<file path="config.mk">
export PLATFORM = sky130hd
export DESIGN_NAME = ws2812b_stream_driver
export DESIGN_NICKNAME = d
export VERILOG_FILES = /design/src/rtl/ws2812b_stream_driver.sv
export SDC_FILE = /design/constraint.sdc
export NUM_CORES = 1
export LEC_CHECK = 0
export BUFFER_PORTS_ARGS = -buffer_cell sky130_fd_sc_hd__clkbuf_2
export CORE_UTILIZATION = 58
export CTS_BUF_LIST = sky130_fd_sc_hd__clkbuf_2
export DETAILED_ROUTE_END_ITERATION = 16
export PLACE_DENSITY = 0.9
export SLEW_MARGIN = 20
export SYNTH_ARGS = -nofsm -noshare
export SYNTH_HDL_FRONTEND = slang
export SYNTH_SLANG_ARGS = --single-unit
</file>
<file path="constraint.sdc">
create_clock -name clk -period 3.4 [get_ports clk]
set_clock_uncertainty 0.1 [all_clocks]
set_input_delay 0.17 -clock clk [delete_from_list [all_inputs] [get_ports clk]]
set_output_delay 0.17 -clock clk [all_outputs]
set_load 0.01 [all_outputs]
</file>
<file path="src/rtl/ws2812b_stream_driver.sv">
// rtl/ws2812b_stream_driver.sv - WS2812B pixel-run FIFO driver with bit-timing encoder and deferred latch
module ws2812b_stream_driver #(
  parameter int NUM_CH     = 2,
  parameter int FIFO_DEPTH = 4,
  parameter int T0H_CYC    = 26,
  parameter int T1H_CYC    = 51,
  parameter int TBIT_CYC   = 80,
  parameter int TRST_CYC   = 5120
) (
  input  logic       clk,
  input  logic       rst,
  input  logic [3:0] address,
  input  logic       data_write,
  input  logic [7:0] data_in,
  output logic [7:0] data_out,
  output logic [7:0] uo_out
);
  localparam int AW   = (FIFO_DEPTH > 1) ? $clog2(FIFO_DEPTH) : 1;
  localparam int LW   = $clog2(FIFO_DEPTH + 1);
  localparam int CMAX = (TRST_CYC > TBIT_CYC) ? TRST_CYC : TBIT_CYC;
  localparam int CW   = $clog2(CMAX);

  localparam logic [CW-1:0] C_T0H  = CW'(T0H_CYC - 1);
  localparam logic [CW-1:0] C_T1H  = CW'(T1H_CYC - 1);
  localparam logic [CW-1:0] C_TBIT = CW'(TBIT_CYC - 1);
  localparam logic [CW-1:0] C_TRST = CW'(TRST_CYC - 1);
  localparam logic [LW-1:0] C_FULL = LW'(FIFO_DEPTH);

  typedef enum logic [2:0] {S_IDLE, S_LOAD, S_HIGH, S_LOW, S_RST} state_t;

  state_t          r_state;
  state_t          w_next;
  logic [31:0]     r_fifo [FIFO_DEPTH];
  logic [AW-1:0]   r_rd;
  logic [AW-1:0]   r_wr;
  logic [LW-1:0]   r_level;
  logic [7:0]      r_r;
  logic [7:0]      r_g;
  logic [7:0]      r_b;
  logic [6:0]      r_cfg;
  logic            r_ovf;
  logic            r_latch;
  logic [23:0]     r_shift;
  logic [4:0]      r_bit_idx;
  logic [CW-1:0]   r_bitcnt;
  logic [2:0]      r_ch;
  logic [NUM_CH-1:0] r_uo;

  logic            w_empty;
  logic            w_full;
  logic            w_idle;
  logic [31:0]     w_head;
  logic [7:0]      w_head_cnt;
  logic            w_wr_push;
  logic            w_push;
  logic            w_pop;
  logic [CW-1:0]   w_t_high;
  logic            w_high_done;
  logic            w_bit_done;
  logic            w_pix_done;
  logic            w_rst_done;
  logic [7:0]      w_gs;
  logic [7:0]      w_rs;
  logic [7:0]      w_bs;
  logic [23:0]     w_word;
  logic            w_line;
  logic [2:0]      w_ch;

  assign w_empty     = (r_level == '0);
  assign w_full      = (r_level == C_FULL);
  assign w_idle      = w_empty && (r_state == S_IDLE);
  assign w_head      = r_fifo[r_rd];
  assign w_head_cnt  = w_head[7:0];
  assign w_wr_push   = data_write && (address == 4'h4);
  assign w_push      = w_wr_push && (data_in != 8'h00) && !w_full;
  assign w_t_high    = r_shift[23] ? C_T1H : C_T0H;
  assign w_high_done = (r_state == S_HIGH) && (r_bitcnt == w_t_high);
  assign w_bit_done  = (r_state == S_LOW) && (r_bitcnt == C_TBIT);
  assign w_pix_done  = w_bit_done && (r_bit_idx == 5'd0);
  assign w_pop       = w_pix_done && (w_head_cnt == 8'd1);
  assign w_rst_done  = (r_state == S_RST) && (r_bitcnt == C_TRST);

  assign w_gs   = w_head[31:24] >> r_cfg[6:4];
  assign w_rs   = w_head[23:16] >> r_cfg[6:4];
  assign w_bs   = w_head[15:8]  >> r_cfg[6:4];
  assign w_word = r_cfg[3] ? {w_rs, w_gs, w_bs} : {w_gs, w_rs, w_bs};

  always_ff @(posedge clk) begin
    if (rst) r_state <= S_IDLE;
    else     r_state <= w_next;
  end

  // Data outranks the latch: a queued run is always streamed before the reset pulse.
  always_comb begin
    w_next = r_state;
    case (r_state)
      S_IDLE: begin
        if (!w_empty)     w_next = S_LOAD;
        else if (r_latch) w_next = S_RST;
      end
      S_LOAD: w_next = S_HIGH;
      S_HIGH: if (w_high_done) w_next = S_LOW;
      S_LOW: begin
        if (w_bit_done) begin
          if (r_bit_idx != 5'd0)       w_next = S_HIGH;
          else if (w_head_cnt != 8'd1) w_next = S_LOAD;
          else                         w_next = S_IDLE;
        end
      end
      S_RST:   if (w_rst_done) w_next = S_IDLE;
      default: w_next = S_IDLE;
    endcase
  end

  // The line is registered from the next state so LOAD->HIGH drives high on that same edge.
  always_comb begin
    w_line = (w_next == S_HIGH);
    w_ch   = (r_state == S_LOAD) ? r_cfg[2:0] : r_ch;
  end

  always_ff @(posedge clk) begin
    if (rst) begin
      r_uo <= '0;
    end else begin
      for (int c = 0; c < NUM_CH; c++) r_uo[c] <= w_line && (w_ch == 3'(c));
    end
  end

  always_comb begin
    uo_out = '0;
    uo_out[NUM_CH-1:0] = r_uo;
  end

  always_ff @(posedge clk) begin
    if (w_push) r_fifo[r_wr] <= {r_g, r_r, r_b, data_in};
    if (w_pix_done && !w_pop) r_fifo[r_rd][7:0] <= w_head_cnt - 8'd1;
  end

  always_ff @(posedge clk) begin
    if (rst) begin
      r_rd      <= '0;
      r_wr      <= '0;
      r_level   <= '0;
      r_r       <= 8'h00;
      r_g       <= 8'h00;
      r_b       <= 8'h00;
      r_cfg     <= 7'h00;
      r_ovf     <= 1'b0;
      r_latch   <= 1'b0;
      r_shift   <= '0;
      r_bit_idx <= 5'd0;
      r_bitcnt  <= '0;
      r_ch      <= 3'd0;
    end else begin
      if (w_push) r_wr <= r_wr + AW'(1);
      if (w_pop)  r_rd <= r_rd + AW'(1);
      r_level <= r_level + LW'(w_push) - LW'(w_pop);

      if (data_write) begin
        case (address)
          4'h1:    r_r   <= data_in;
          4'h2:    r_g   <= data_in;
          4'h3:    r_b   <= data_in;
          4'h5:    r_cfg <= data_in[6:0];
          default: ;
        endcase
      end

      if (data_write && address == 4'h7)                    r_ovf <= 1'b0;
      else if (w_wr_push && data_in != 8'h00 && w_full)     r_ovf <= 1'b1;

      if (data_write && address == 4'h6) r_latch <= 1'b1;
      else if (w_rst_done)               r_latch <= 1'b0;

      case (r_state)
        S_LOAD: begin
          r_shift   <= w_word;
          r_ch      <= r_cfg[2:0];
          r_bit_idx <= 5'd23;
          r_bitcnt  <= '0;
        end
        S_HIGH: r_bitcnt <= r_bitcnt + CW'(1);
        S_LOW: begin
          if (w_bit_done) begin
            r_bitcnt <= '0;
            if (r_bit_idx != 5'd0) begin
              r_bit_idx <= r_bit_idx - 5'd1;
              r_shift   <= r_shift << 1;
            end
          end else begin
            r_bitcnt <= r_bitcnt + CW'(1);
          end
        end
        S_RST:   r_bitcnt <= r_bitcnt + CW'(1);
        default: r_bitcnt <= '0;
      endcase
    end
  end

  always_comb begin
    data_out = 8'h00;
    case (address)
      4'h0:    data_out = {4'b0000, r_ovf, r_latch, w_full, w_idle};
      4'h1:    data_out = r_r;
      4'h2:    data_out = r_g;
      4'h3:    data_out = r_b;
      4'h5:    data_out = {1'b0, r_cfg};
      4'h8:    data_out = 8'(r_level);
      default: data_out = 8'h00;
    endcase
  end

endmodule

</file>
==> results of run 1 <==
[what timing repair did]
action	4_1_cts	5_1_grt
hold buffers	24	0
hold endpoints to repair	103	0
buffers inserted	0	0
[cell type report]
cell class | instances | share of cell area, %
Antenna cell | 1 | 0.0219
Clock buffer | 75 | 3.29
Clock inverter | 21 | 0.768
Inverter | 18 | 0.592
Multi-Input combinational cell | 581 | 38.3
Sequential cell | 220 | 49.9
Tap cell | 225 | 2.47
Timing Repair Buffer | 71 | 4.67
[cell usage in the layout, fill, tap and decap left out, types with 4 or more instances in the layout]
cell type                       netlist  layout
sky130_fd_sc_hd__inv_1               18      18
sky130_fd_sc_hd__clkbuf_2             0      99
sky130_fd_sc_hd__nor3_1              22      22
sky130_fd_sc_hd__o21ai_0             20      20
sky130_fd_sc_hd__buf_4                9      23
sky130_fd_sc_hd__mux4_2              32      32
sky130_fd_sc_hd__clkinv_1             0      18
sky130_fd_sc_hd__nand4_1              4       4
sky130_fd_sc_hd__xor2_1              10      10
sky130_fd_sc_hd__nand3_1             47      47
sky130_fd_sc_hd__a21oi_1             19      19
sky130_fd_sc_hd__nor3b_1              6       6
sky130_fd_sc_hd__mux2_2              11      11
sky130_fd_sc_hd__dlygate4sd3_1        0      24
sky130_fd_sc_hd__o22ai_1              8       8
sky130_fd_sc_hd__and3_1               7       7
sky130_fd_sc_hd__nor2_1              82      82
sky130_fd_sc_hd__nand2b_1             9       9
sky130_fd_sc_hd__nand2_1             55      55
sky130_fd_sc_hd__a221oi_1             4       4
sky130_fd_sc_hd__a31oi_1              4       4
sky130_fd_sc_hd__nand3b_1             4       4
sky130_fd_sc_hd__xnor2_1             14      14
sky130_fd_sc_hd__a222oi_1             4       4
sky130_fd_sc_hd__and2_1               6       6
sky130_fd_sc_hd__ha_1                15      15
sky130_fd_sc_hd__o21ai_1             20      20
sky130_fd_sc_hd__dfxtp_1             92      90
sky130_fd_sc_hd__edfxtp_1           128     128
sky130_fd_sc_hd__conb_1               1       6
sky130_fd_sc_hd__nor2b_1             13      13
sky130_fd_sc_hd__mux2i_1             74      74
sky130_fd_sc_hd__a22oi_1             20      20
sky130_fd_sc_hd__o221ai_1             8       8
sky130_fd_sc_hd__nor4_1               4       4
[flip-flops by register name, indices dropped and copies added, names as in the netlist, 2 cells and up, named ones only]
signal     count
r_bit_idx      5
r_wr           2
r_shift       24
r_ch           3
r_bitcnt      13
r_rd           2
r_state        3
r_g            8
r_level        3
r_fifo       128
r_r            8
r_cfg          7
r_uo           2
r_b            8
[worst max-delay path by stage]
stage / from / to / slack, ns / depth (start not counted)
floorplan: flop / r_level[1] / 0.14 / 14
global placement: flop / r_level[2] / 0.32 / 11
detailed placement: flop / r_level[1] / 0.26 / 9
CTS: flop / r_level[2] / 0.14 / 11
global route: flop / r_level[1] / 0.04 / 11
finish: flop / r_level[2] / 0.13 / 11
[cell usage after synthesis, drive strengths merged (3+ instances only)]
cell type / count
mux4: 32
a2111oi: 3
and2: 7
edfxtp: 128
and3: 8
clkbuf: 33
o22ai: 8
o211ai: 3
nor3: 25
a32oi: 3
nand4: 4
xor2: 10
a22oi: 20
a31oi: 4
a221oi: 4
or3: 3
inv: 18
nor3b: 7
nand3: 47
nand2b: 9
a21o: 3
nor2: 82
nor2b: 13
a222oi: 4
ha: 15
mux2i: 74
a211oi: 3
buf: 40
mux2: 11
dfxtp: 92
a21oi: 19
xnor2: 14
o221ai: 8
nor4: 6
nand3b: 4
nand2: 58
o21ai: 41
[cells by family after synthesis]
| family | after synthesis | synth area share [%] |
|---|---|---|
| buffers and inverters | 91 | 4.08 |
| and+or+nand+nor | 281 | 13.4 |
| xor gates and xnor gates | 24 | 2.01 |
| muxes | 117 | 15.1 |
| DFF | 220 | 54.3 |
| adders and majority gates | 16 | 1.98 |
| AOI/OAI and AO/OA | 137 | 8.99 |
| other | 1 | 0.0358 |
[per-layer routing]
layer | up-vias | wire, um
met4 | 0 | 820
met5 | - | 0
met3 | 87 | 3040
li1 | 3460 | -
met1 | 3776 | 10200
met2 | 582 | 12900
[metrics by stage]
step                setup slack [ns]  instances  cell area (um^2)  utilization, %  hold WS, ns
global route                  0.0365       1212             11400            65.3        0.207
detailed placement             0.256       1091             10700            61.2        0.349
global placement               0.316       1091             10700            61.2        0.343
CTS                            0.140       1211             11400            65.3        0.133
finish                         0.134       1212             11400            65.3        0.199
floorplan                      0.138        892             10500               -        0.246
[power groups by stage]
stage               clock network (mW)  logic [mW]  registers (mW)
floorplan                            0       0.139            2.88
global placement                     0       0.178            2.89
detailed placement                   0       0.182            2.89
CTS                               1.67       0.198            2.83
global route                      1.79       0.221            2.83
finish                            1.66       0.209            2.83
[tightest hold or removal path: stages]
cell                       delay [ns]
sky130_fd_sc_hd__clkbuf_2        0.10
sky130_fd_sc_hd__buf_4           0.20
sky130_fd_sc_hd__and4_1          0.38
sky130_fd_sc_hd__mux2i_1         0.20
sky130_fd_sc_hd__nor2_1          0.08
==> metrics.txt, run 1 <==
# TYPE chip_impl_metric gauge
chip_impl_info{name="tritoncts",value="yes"} 1
chip_impl_metric{name="numPortBuffers",unit=""} 24
chip_impl_metric{name="grt_util_met2",unit="%"} 47.0
chip_impl_info{name="main_flop_type_after_synthesis",value="sky130_fd_sc_hd__edfxtp_1"} 1
chip_impl_metric{name="dr_total_vias",unit=""} 7905
chip_impl_metric{name="tightestPinTransition",unit="ns"} 0.837
chip_impl_metric{name="syn_inst",unit=""} 887
chip_impl_metric{name="netlist-cell-type-count",unit=""} 67
chip_impl_info{name="unrepaired_setup_endpoints_after_global_routing",value="no"} 1
chip_impl_metric{name="cts_made_buffers",unit=""} 53
chip_impl_metric{name="critical_path.max_fanout",unit=""} 9
chip_impl_metric{name="power.share.clock",unit="%"} 35.3
chip_impl_metric{name="filler_cell_count",unit=""} 1213
chip_impl_metric{name="ctsLongestPathBuffers",unit=""} 3
chip_impl_metric{name="p_comb_share",unit="%"} 4.4
chip_impl_metric{name="multi_input_comb_area",unit="um^2"} 4370
chip_impl_metric{name="clock_transition_at_the_registers_of_the_reported_paths",unit="ns"} 0.12
chip_impl_metric{name="final_layout_size_suffix_gt1_share",unit="%"} 18.8
chip_impl_info{name="cpLargestDelayFamily",value="adder cells"} 1
chip_impl_info{name="worstHoldPathType",value="in2reg"} 1
chip_impl_info{name="worst-setup-path-type",value="reg2reg"} 1
chip_impl_metric{name="finalWorstPathRequiredPeriod",unit="ns"} 3.27
chip_impl_metric{name="first_pass_iters",unit=""} 6
chip_impl_metric{name="grt_util_met1",unit="%"} 39.3
chip_impl_metric{name="synth_async_sr_flop_share",unit="%"} 0
chip_impl_metric{name="cts.repair.resized",unit=""} 0
chip_impl_metric{name="grt_antenna_before_repair",unit=""} 1
chip_impl_metric{name="drt_iter0_markers",unit=""} 917
chip_impl_metric{name="power_switching",unit="mW"} 1.22
chip_impl_metric{name="power_density",unit="nW/um^2"} 412
chip_impl_metric{name="yosysSeqAreaShare",unit="%"} 54.3
chip_impl_metric{name="viasPerCell",unit=""} 6.52
chip_impl_metric{name="yosys_register_bits",unit=""} 220
chip_impl_metric{name="detail_route.wl_per_cell",unit="um"} 22.2
chip_impl_metric{name="cellLeakagePower",unit="nW"} 4.23
chip_impl_metric{name="core",unit="um^2"} 17500
chip_impl_info{name="start_kind",value="flop"} 1
chip_impl_metric{name="regArea",unit="um^2"} 5690
chip_impl_metric{name="synthesis.area_per_instance",unit="um^2"} 11.8
chip_impl_metric{name="setup_tns",unit="ns"} 0
chip_impl_info{name="worst_hold_startpoint",value="address[1]"} 1
chip_impl_metric{name="grt_overflow",unit=""} 0
chip_impl_metric{name="worst_rel_slew_slack",unit="%"} 44.1
chip_impl_info{name="timing.rr.end",value="r_level[2]"} 1
chip_impl_metric{name="pwr-share-seq",unit="%"} 60.3
chip_impl_info{name="slowest_stage",value="sky130_fd_sc_hd__mux4_2"} 1
chip_impl_metric{name="irDropWorstVdd",unit="mV"} 0.359
chip_impl_metric{name="synth_top_cell_area_share",unit="%"} 36.7
chip_impl_metric{name="cap_violations",unit=""} 0
chip_impl_metric{name="drc",unit=""} 0
chip_impl_metric{name="worst-endpoint-required",unit="ns"} 3.96
chip_impl_metric{name="globalRouteMet3Util",unit="%"} 6.11
chip_impl_info{name="yosysTopAreaCell",value="sky130_fd_sc_hd__edfxtp_1"} 1
chip_impl_metric{name="final-max-slew-violation-count",unit=""} 0
chip_impl_info{name="worst_hold_path.endpoint",value="r_b[5]"} 1
chip_impl_metric{name="die_width",unit="um"} 136
chip_impl_metric{name="reg2reg_depth",unit=""} 11
chip_impl_info{name="path_common_cell",value="sky130_fd_sc_hd__ha_1"} 1
chip_impl_info{name="yosys-top-cells-area",value="sky130_fd_sc_hd__edfxtp_1 37%, sky130_fd_sc_hd__dfxtp_1 18%, sky130_fd_sc_hd__mux2i_1 7.1%"} 1
chip_impl_metric{name="grt_pass1_wl",unit="mm"} 41.1
chip_impl_metric{name="setup.reg_to_reg.worst_slack",unit="ns"} 0.13
chip_impl_metric{name="clock.fmax",unit="MHz"} 306
chip_impl_metric{name="path_buf_inv",unit=""} 1
chip_impl_metric{name="total_power",unit="mW"} 4.70
chip_impl_metric{name="crit_path_max_incr_delay",unit="ns"} 0.66
chip_impl_info{name="grt_busiest_layer",value="met2"} 1
chip_impl_info{name="outcome",value="finished clean"} 1
chip_impl_info{name="endpoint_kind",value="flop"} 1
chip_impl_metric{name="cts_num_sinks",unit=""} 220
chip_impl_metric{name="place.gp.congestion",unit=""} 0.929
chip_impl_metric{name="grt_max_degree",unit=""} 48
chip_impl_metric{name="boundaryPins",unit=""} 31
chip_impl_metric{name="initial_utilization",unit="%"} 59.9
chip_impl_metric{name="timing.critical_path.arrival",unit="ns"} 3.82
chip_impl_metric{name="dieHeight",unit="um"} 136
chip_impl_metric{name="hold_path_depth",unit=""} 5
chip_impl_metric{name="final_min_period_over_clock_period",unit="%"} 96.1
chip_impl_metric{name="groute.usage.overall",unit="%"} 29.7
chip_impl_metric{name="syn_area",unit="um^2"} 10500
chip_impl_info{name="timing.critical_path.cells",value="mux4_2 > ha_1 > nor3b_2 > and2_4 > nor2b_1 > ha_1 > inv_1 > ha_1 > fa_1 > xnor2_1 > nor2_1"} 1
chip_impl_metric{name="dieArea",unit="um^2"} 18600
chip_impl_metric{name="cell_internal_pwr",unit="mW"} 3.48
chip_impl_metric{name="insertion_delay",unit="ns"} 0.87
chip_impl_metric{name="yosysWarnings",unit=""} 0
chip_impl_metric{name="final_net_count",unit=""} 976
chip_impl_metric{name="swShare",unit="%"} 26.0
chip_impl_metric{name="final_antenna_net_count",unit=""} 0
chip_impl_metric{name="synth_enable_flop_cells",unit=""} 128
chip_impl_metric{name="routed_wl",unit="mm"} 26.9
chip_impl_metric{name="h-tree-depth",unit=""} 2
chip_impl_metric{name="half_perimeter_wire_length_of_the_detailed_placement_result",unit="mm"} 17.2
chip_impl_metric{name="layout-area-overhead-vs-synth",unit="%"} 9.00
chip_impl_metric{name="setup_viol",unit=""} 0
chip_impl_metric{name="number_of_global_route_vias_before_repair",unit=""} 7678
chip_impl_info{name="cts-root-buf",value="sky130_fd_sc_hd__clkbuf_2"} 1
chip_impl_metric{name="placementRows",unit=""} 48
chip_impl_metric{name="finalHoldViolations",unit=""} 0
(Power assumes the default switching activity.)
==> run 2, diff against run 1 <==
Settings changed: CORE_UTILIZATION 58 to 45, PLACE_DENSITY 0.9 to 0.75.
==> run 2 against run 1 <==
Clock-buffer cell count up 3; non-clock buffer count shrank 2; clock power barely moved; highest routed layer unchanged; combinational power decreased by 2%.
==> metrics.txt, run 2 (synthesis results as in run 1) <==
# TYPE chip_impl_metric gauge
chip_impl_metric{name="finalWorstPathRequiredPeriod",unit="ns"} 3.21
chip_impl_info{name="crit_path_end",value="r_level[1]"} 1
chip_impl_info{name="cts-root-buf",value="sky130_fd_sc_hd__clkbuf_2"} 1
chip_impl_metric{name="layout-area-overhead-vs-synth",unit="%"} 9.80
chip_impl_metric{name="first_pass_iters",unit=""} 5
chip_impl_metric{name="worst-endpoint-required",unit="ns"} 4.03
chip_impl_metric{name="final-max-slew-violation-count",unit=""} 0
chip_impl_metric{name="numPortBuffers",unit=""} 24
chip_impl_info{name="largestRegisters",value="r_fifo (128), r_shift (24), r_bitcnt (13)"} 1
chip_impl_metric{name="critical_path.max_fanout",unit=""} 9
chip_impl_metric{name="detail_route.wl_per_cell",unit="um"} 19.0
chip_impl_info{name="timing.rr.end",value="r_level[1]"} 1
chip_impl_metric{name="final_layout_size_suffix_gt1_share",unit="%"} 19.7
chip_impl_metric{name="grt_overflow",unit=""} 0
chip_impl_info{name="tritoncts",value="yes"} 1
chip_impl_metric{name="drc",unit=""} 0
chip_impl_metric{name="groute.usage.overall",unit="%"} 21.0
chip_impl_metric{name="ctsLongestPathBuffers",unit=""} 3
chip_impl_info{name="endpoint_kind",value="flop"} 1
chip_impl_metric{name="grt_pass1_wl",unit="mm"} 39.0
chip_impl_metric{name="grt_max_degree",unit=""} 37
chip_impl_metric{name="filler_cell_count",unit=""} 2002
chip_impl_metric{name="cts_num_sinks",unit=""} 220
chip_impl_metric{name="viasPerCell",unit=""} 5.76
chip_impl_metric{name="insertion_delay",unit="ns"} 0.86
chip_impl_metric{name="half_perimeter_wire_length_of_the_detailed_placement_result",unit="mm"} 16.4
chip_impl_metric{name="final_net_count",unit=""} 974
chip_impl_metric{name="dieHeight",unit="um"} 155
chip_impl_metric{name="worst_rel_slew_slack",unit="%"} 44.0
chip_impl_info{name="worstHoldPathType",value="in2reg"} 1
chip_impl_metric{name="grt_antenna_before_repair",unit=""} 1
chip_impl_info{name="layout_commonest_cell",value="sky130_fd_sc_hd__edfxtp_1"} 1
chip_impl_metric{name="setup_viol",unit=""} 0
chip_impl_info{name="most-common-layout-cells",value="128 x sky130_fd_sc_hd__edfxtp_1, 102 x sky130_fd_sc_hd__clkbuf_2, 90 x sky130_fd_sc_hd__dfxtp_1, 82 x sky130_fd_sc_hd__nor2_1, 74 x sky130_fd_sc_hd__mux2i_1"} 1
chip_impl_metric{name="dr_total_vias",unit=""} 7331
chip_impl_info{name="outcome",value="finished clean"} 1
chip_impl_metric{name="core",unit="um^2"} 22700
chip_impl_metric{name="routed_wl",unit="mm"} 24.2
chip_impl_metric{name="timing.critical_path.arrival",unit="ns"} 3.84
chip_impl_metric{name="place.detailed.instances",unit=""} 1153
chip_impl_info{name="unrepaired_setup_endpoints_after_global_routing",value="no"} 1
chip_impl_metric{name="setup.reg_to_reg.worst_slack",unit="ns"} 0.19
chip_impl_metric{name="largest_reg_flops",unit=""} 128
chip_impl_metric{name="final_antenna_net_count",unit=""} 0
chip_impl_metric{name="clock.fmax",unit="MHz"} 311
chip_impl_info{name="regMostFlops",value="r_fifo"} 1
chip_impl_metric{name="initial_utilization",unit="%"} 46.1
chip_impl_metric{name="boundaryPins",unit=""} 31
chip_impl_metric{name="finalHoldViolations",unit=""} 0
chip_impl_metric{name="cts.repair.resized",unit=""} 0
chip_impl_metric{name="cellLeakagePower",unit="nW"} 4.24
chip_impl_metric{name="setup_tns",unit="ns"} 0
chip_impl_metric{name="tightestPinTransition",unit="ns"} 0.839
chip_impl_metric{name="number_of_global_route_vias_before_repair",unit=""} 7089
chip_impl_info{name="worst-setup-path-type",value="reg2reg"} 1
chip_impl_metric{name="power_density",unit="nW/um^2"} 411
chip_impl_metric{name="layout_cells_excl_fill",unit=""} 1273
chip_impl_metric{name="cts_made_buffers",unit=""} 53
chip_impl_metric{name="cap_violations",unit=""} 0
chip_impl_metric{name="place.gp.congestion",unit=""} 0.884
chip_impl_info{name="start_kind",value="flop"} 1
chip_impl_metric{name="drt_iter0_markers",unit=""} 737
chip_impl_metric{name="final_min_period_over_clock_period",unit="%"} 94.5
chip_impl_metric{name="placementRows",unit=""} 55
chip_impl_metric{name="die_width",unit="um"} 155
chip_impl_info{name="worst_hold_startpoint",value="address[2]"} 1
chip_impl_metric{name="dieArea",unit="um^2"} 23900
chip_impl_metric{name="h-tree-depth",unit=""} 2
chip_impl_metric{name="clock_transition_at_the_registers_of_the_reported_paths",unit="ns"} 0.12
chip_impl_metric{name="irDropWorstVdd",unit="mV"} 0.218
chip_impl_metric{name="reg2reg_depth",unit=""} 11
==> run 2: cell count changes in the layout (fill, tap and decap cells not counted), sizes merged <==
| cell | delta |
|---|---|
| clkbuf | +3 |
| buf | +2 |
| dlygate4sd3 | -4 |
| clkinv | +1 |
| inv | +1 |
| clkinvlp | -2 |
==> run 2: cell type report <==
| type | count | area (um^2) | area share (%) |
|---|---|---|---|
| clock inverter | 21 | 93.8 | 0.817 |
| sequential | 220 | 5690 | 49.5 |
| timing repair buffer | 69 | 520 | 4.53 |
| clock buffer | 78 | 390 | 3.40 |
| multi-input combinational | 581 | 4370 | 38.1 |
| tap | 285 | 357 | 3.10 |
| inverter | 18 | 67.6 | 0.588 |
| antenna | 1 | 2.50 | 0.0218 |
==> run 2: how the worst min path moves through the flow <==
stage / slack (ns) / depth (start not counted) / to
2_1_floorplan: 0.25 / 3 / r_latch
3_3_place_gp: 0.35 / 2 / r_ch[1]
3_5_place_dp: 0.35 / 2 / r_ch[2]
6_report: 0.10 / 7 / r_wr[0]
5_1_grt: 0.09 / 7 / r_wr[1]
4_1_cts: 0.04 / 7 / r_wr[0]
==> run 2: metrics by stage <==
step	power, mW	setup WS [ns]	instance area, um^2	hold slack, ns	util (%)
2_1_floorplan	3.02	0.138	10500	0.246	-
3_3_place_gp	3.07	0.311	10800	0.346	47.6
3_5_place_dp	3.07	0.250	10800	0.350	47.6
4_1_cts	4.77	0.196	11500	0.0383	50.6
5_1_grt	4.91	0.0220	11500	0.0901	50.6
6_report	4.72	0.185	11500	0.104	50.6
==> run 2: routing by layer <==
metal / part of all wire, % / up-vias / track usage, %
li1: - / 3455 / -
met1: 45 / 3543 / 30.0
met2: 45 / 296 / 31.8
met3: 7.3 / 37 / 3.92
met4: 2.1 / 0 / 7.64
met5: 0 / - / 0
==> run 2: timing repair <==
action / CTS / global route
endpoints found under the hold margin: 92 / 0
hold buffers: 20 / 0
buffers inserted: 0 / 0
setup endpoints to repair: 0 / 0
==> run 2: worst max-delay path, cell delays in order (launching register included) <==
cell and delay, ns:
sky130_fd_sc_hd__dfxtp_2 0.51, sky130_fd_sc_hd__mux4_2 0.57, sky130_fd_sc_hd__inv_1 0.10, sky130_fd_sc_hd__ha_1 0.14
sky130_fd_sc_hd__nor3b_2 0.28, sky130_fd_sc_hd__and2_4 0.22, sky130_fd_sc_hd__nor2b_1 0.13, sky130_fd_sc_hd__ha_1 0.24
sky130_fd_sc_hd__inv_1 0.06, sky130_fd_sc_hd__ha_1 0.17, sky130_fd_sc_hd__fa_1 0.42, sky130_fd_sc_hd__nor2b_1 0.14
==> run 2: power breakdown <==
group | internal, mW | leakage [nW] | switching [mW]
Sequential | 2.81 | 2.16 | 0.0201
Combinational | 0.0712 | 1.71 | 0.133
Clock | 0.629 | 0.374 | 1.06
Total | 3.51 | 4.24 | 1.22
==> run 3, diff against run 2 <==
Settings changed: CTS_BUF_LIST sky130_fd_sc_hd__clkbuf_2 to sky130_fd_sc_hd__clkbuf_8.
Clock period 3.4 ns to 2.9 ns, I/O delays scaled along.
==> run 3 against run 2 <==
Final area grew 4.7%; clock power increased by 47%; sequential power rose by 17%; critical path depth stayed put; power is 28% higher; sequential share of layout area fell by 2.2 points; hold slack lost 0.062 ns; utilization grew 2.4 points; largest power group unchanged; highest routed layer unchanged.
==> metrics.txt, run 3 (synthesis results as in run 1) <==
# TYPE chip_impl_metric gauge
chip_impl_metric{name="grt_max_degree",unit=""} 46
chip_impl_info{name="path_common_cell",value="sky130_fd_sc_hd__ha_4"} 1
chip_impl_metric{name="groute.usage.overall",unit="%"} 21.5
chip_impl_info{name="cts-root-buf",value="sky130_fd_sc_hd__clkbuf_8"} 1
chip_impl_metric{name="layout-area-overhead-vs-synth",unit="%"} 14.9
chip_impl_metric{name="detail_route.wl_per_cell",unit="um"} 19.7
chip_impl_info{name="timing.critical_path.cells",value="mux4_2 > inv_2 > ha_4 > nor3b_4 > and2_4 > nor2b_4 > ha_4 > inv_4 > ha_4 > fa_2 > nor2b_4"} 1
chip_impl_metric{name="core",unit="um^2"} 22700
chip_impl_metric{name="grt_antenna_before_repair",unit=""} 0
chip_impl_info{name="tritoncts",value="yes"} 1
chip_impl_metric{name="dieHeight",unit="um"} 155
chip_impl_metric{name="dr_total_vias",unit=""} 7448
chip_impl_metric{name="timing.critical_path.arrival",unit="ns"} 3.19
chip_impl_metric{name="layout_cells_excl_fill",unit=""} 1276
chip_impl_info{name="most-common-layout-cells",value="128 x sky130_fd_sc_hd__edfxtp_1, 90 x sky130_fd_sc_hd__dfxtp_1, 82 x sky130_fd_sc_hd__nor2_1, 74 x sky130_fd_sc_hd__mux2i_1, 65 x sky130_fd_sc_hd__buf_4"} 1
chip_impl_metric{name="setup_viol",unit=""} 0
chip_impl_info{name="largestRegisters",value="r_fifo (128), r_shift (24), r_bitcnt (13)"} 1
chip_impl_metric{name="fin_hold_ws",unit="ns"} 0.0415
chip_impl_metric{name="crit_path_max_incr_delay",unit="ns"} 0.54
chip_impl_metric{name="routed_wl",unit="mm"} 25.2
chip_impl_metric{name="initial_utilization",unit="%"} 46.1
chip_impl_metric{name="grt_pass1_wl",unit="mm"} 39.9
chip_impl_metric{name="final-max-slew-violation-count",unit=""} 0
chip_impl_metric{name="path_buf_inv",unit=""} 2
chip_impl_metric{name="worst-endpoint-required",unit="ns"} 3.20
chip_impl_metric{name="final_layout_size_suffix_gt1_share",unit="%"} 20.9
chip_impl_info{name="layout_commonest_cell",value="sky130_fd_sc_hd__edfxtp_1"} 1
chip_impl_metric{name="final_antenna_net_count",unit=""} 0
chip_impl_metric{name="clock.fmax",unit="MHz"} 346
chip_impl_metric{name="die_width",unit="um"} 155
chip_impl_metric{name="place.gp.congestion",unit=""} 0.841
chip_impl_metric{name="insertion_delay",unit="ns"} 0.55
chip_impl_metric{name="ctsLongestPathBuffers",unit=""} 3
chip_impl_metric{name="half_perimeter_wire_length_of_the_detailed_placement_result",unit="mm"} 17.0
chip_impl_metric{name="power_density",unit="nW/um^2"} 504
chip_impl_metric{name="first_pass_iters",unit=""} 5
chip_impl_info{name="slowest_stage",value="sky130_fd_sc_hd__mux4_2"} 1
chip_impl_metric{name="critical_path.max_fanout",unit=""} 8
chip_impl_metric{name="place.detailed.instances",unit=""} 1192
chip_impl_metric{name="numPortBuffers",unit=""} 24
chip_impl_metric{name="viasPerCell",unit=""} 5.84
chip_impl_metric{name="finalHoldViolations",unit=""} 0
chip_impl_info{name="cpLargestDelayFamily",value="adder cells"} 1
chip_impl_info{name="regMostFlops",value="r_fifo"} 1
chip_impl_metric{name="cap_violations",unit=""} 0
chip_impl_info{name="worst-setup-path-type",value="reg2reg"} 1
chip_impl_metric{name="dieArea",unit="um^2"} 23900
chip_impl_metric{name="finalWorstPathRequiredPeriod",unit="ns"} 2.89
chip_impl_metric{name="drt_iter0_markers",unit=""} 779
chip_impl_info{name="start_kind",value="flop"} 1
chip_impl_metric{name="drc",unit=""} 0
chip_impl_info{name="endpoint_kind",value="flop"} 1
chip_impl_info{name="worstHoldPathType",value="in2reg"} 1
chip_impl_metric{name="largest_reg_flops",unit=""} 128
chip_impl_metric{name="tightestPinTransition",unit="ns"} 0.810
chip_impl_metric{name="placementRows",unit=""} 55
chip_impl_metric{name="worst_rel_slew_slack",unit="%"} 45.9
chip_impl_metric{name="number_of_global_route_vias_before_repair",unit=""} 7337
chip_impl_metric{name="cts_made_buffers",unit=""} 36
chip_impl_metric{name="cts_num_sinks",unit=""} 220
chip_impl_metric{name="final_min_period_over_clock_period",unit="%"} 99.6
chip_impl_metric{name="insertedDiodeCount",unit=""} 0
chip_impl_metric{name="grt_overflow",unit=""} 0
chip_impl_metric{name="clock_transition_at_the_registers_of_the_reported_paths",unit="ns"} 0.06
chip_impl_info{name="unrepaired_setup_endpoints_after_global_routing",value="yes"} 1
chip_impl_metric{name="boundaryPins",unit=""} 31
chip_impl_metric{name="h-tree-depth",unit=""} 2
chip_impl_info{name="outcome",value="finished clean"} 1
chip_impl_metric{name="cellLeakagePower",unit="nW"} 4.46
chip_impl_metric{name="filler_cell_count",unit=""} 1903
chip_impl_metric{name="final_net_count",unit=""} 994
chip_impl_metric{name="irDropWorstVdd",unit="mV"} 0.366
[run 3: cell count changes in the layout (fill, tap and decap cells not counted), sizes merged, moves of 8 or more]
cell / change
dlygate4sd3: -8
clkbuf: -39
clkinv: -9
buf: +45
inv: +14
[run 3: layout make-up]
type / instances / area [um^2] / area share [%]
Clock buffer: 39 / 537 / 4.46
Clock inverter: 27 / 120 / 0.999
Tap cell: 285 / 357 / 2.96
Multi-Input combinational cell: 581 / 4440 / 36.9
Inverter: 18 / 70.1 / 0.583
Sequential cell: 220 / 5690 / 47.3
Timing Repair Buffer: 106 / 811 / 6.74
[run 3: final timing paths]
check / to / slack [ns] / start / cells after the start
max: r_level[1] / 0.01 / flop / 11
min: r_latch / 0.04 / address[3] / 5
max reg2reg: r_level[1] / 0.01 / flop / 11
min reg2reg: r_shift[3] / 0.36 / r_shift[3] / 2
[run 3: worst reg2reg max path, delay by kind of cell, from the launching register on]
family,cells,cell delay [ns]
adder cells (fa/ha/maj),4,0.89
buffers and inverters,2,0.15
flip-flops,1,0.42
multiplexers,1,0.55
AND/OR/NAND/NOR,4,0.64
[run 3: metal layers]
metal | vias to the layer above | GRT usage (%) | part of all wire (%)
met5 | - | 0 | 0
met1 | 3606 | 29.6 | 42
met4 | 0 | 7.73 | 2.5
met3 | 45 | 4.26 | 8.0
li1 | 3462 | - | -
met2 | 335 | 34.0 | 47
[run 3: timing repair]
| item | 4_1_cts | 5_1_grt |
|---|---|---|
| endpoints found under the hold margin | 35 | 0 |
| hold buffers | 12 | 0 |
| setup buffers | 4 | 2 |
| endpoints found under the setup margin | 2 | 13 |
| pin swaps | 0 | 6 |
| resized for setup | 6 | 10 |
[run 3: per-stage QoR]
| step | power [mW] | TNS (ns) | setup slack (ns) | instance area, um^2 | util [%] |
|---|---|---|---|---|---|
| 3_5_place_dp | 3.62 | -0.103 | -0.0678 | 11100 | 49.0 |
| 6_report | 6.06 | 0 | 0.0111 | 12000 | 53.0 |
| 4_1_cts | 6.08 | 0 | 0.0161 | 12000 | 52.7 |
| 2_1_floorplan | 3.54 | -0.473 | -0.266 | 10500 | - |
| 3_3_place_gp | 3.62 | -0.00471 | -0.00471 | 11100 | 49.0 |
| 5_1_grt | 6.25 | -0.170 | -0.0813 | 12000 | 53.0 |
[run 3: power breakdown]
| part | switching, mW | internal [mW] |
|---|---|---|
| Combinational | 0.161 | 0.0955 |
| Clock | 1.23 | 1.25 |
| Sequential | 0.0237 | 3.30 |
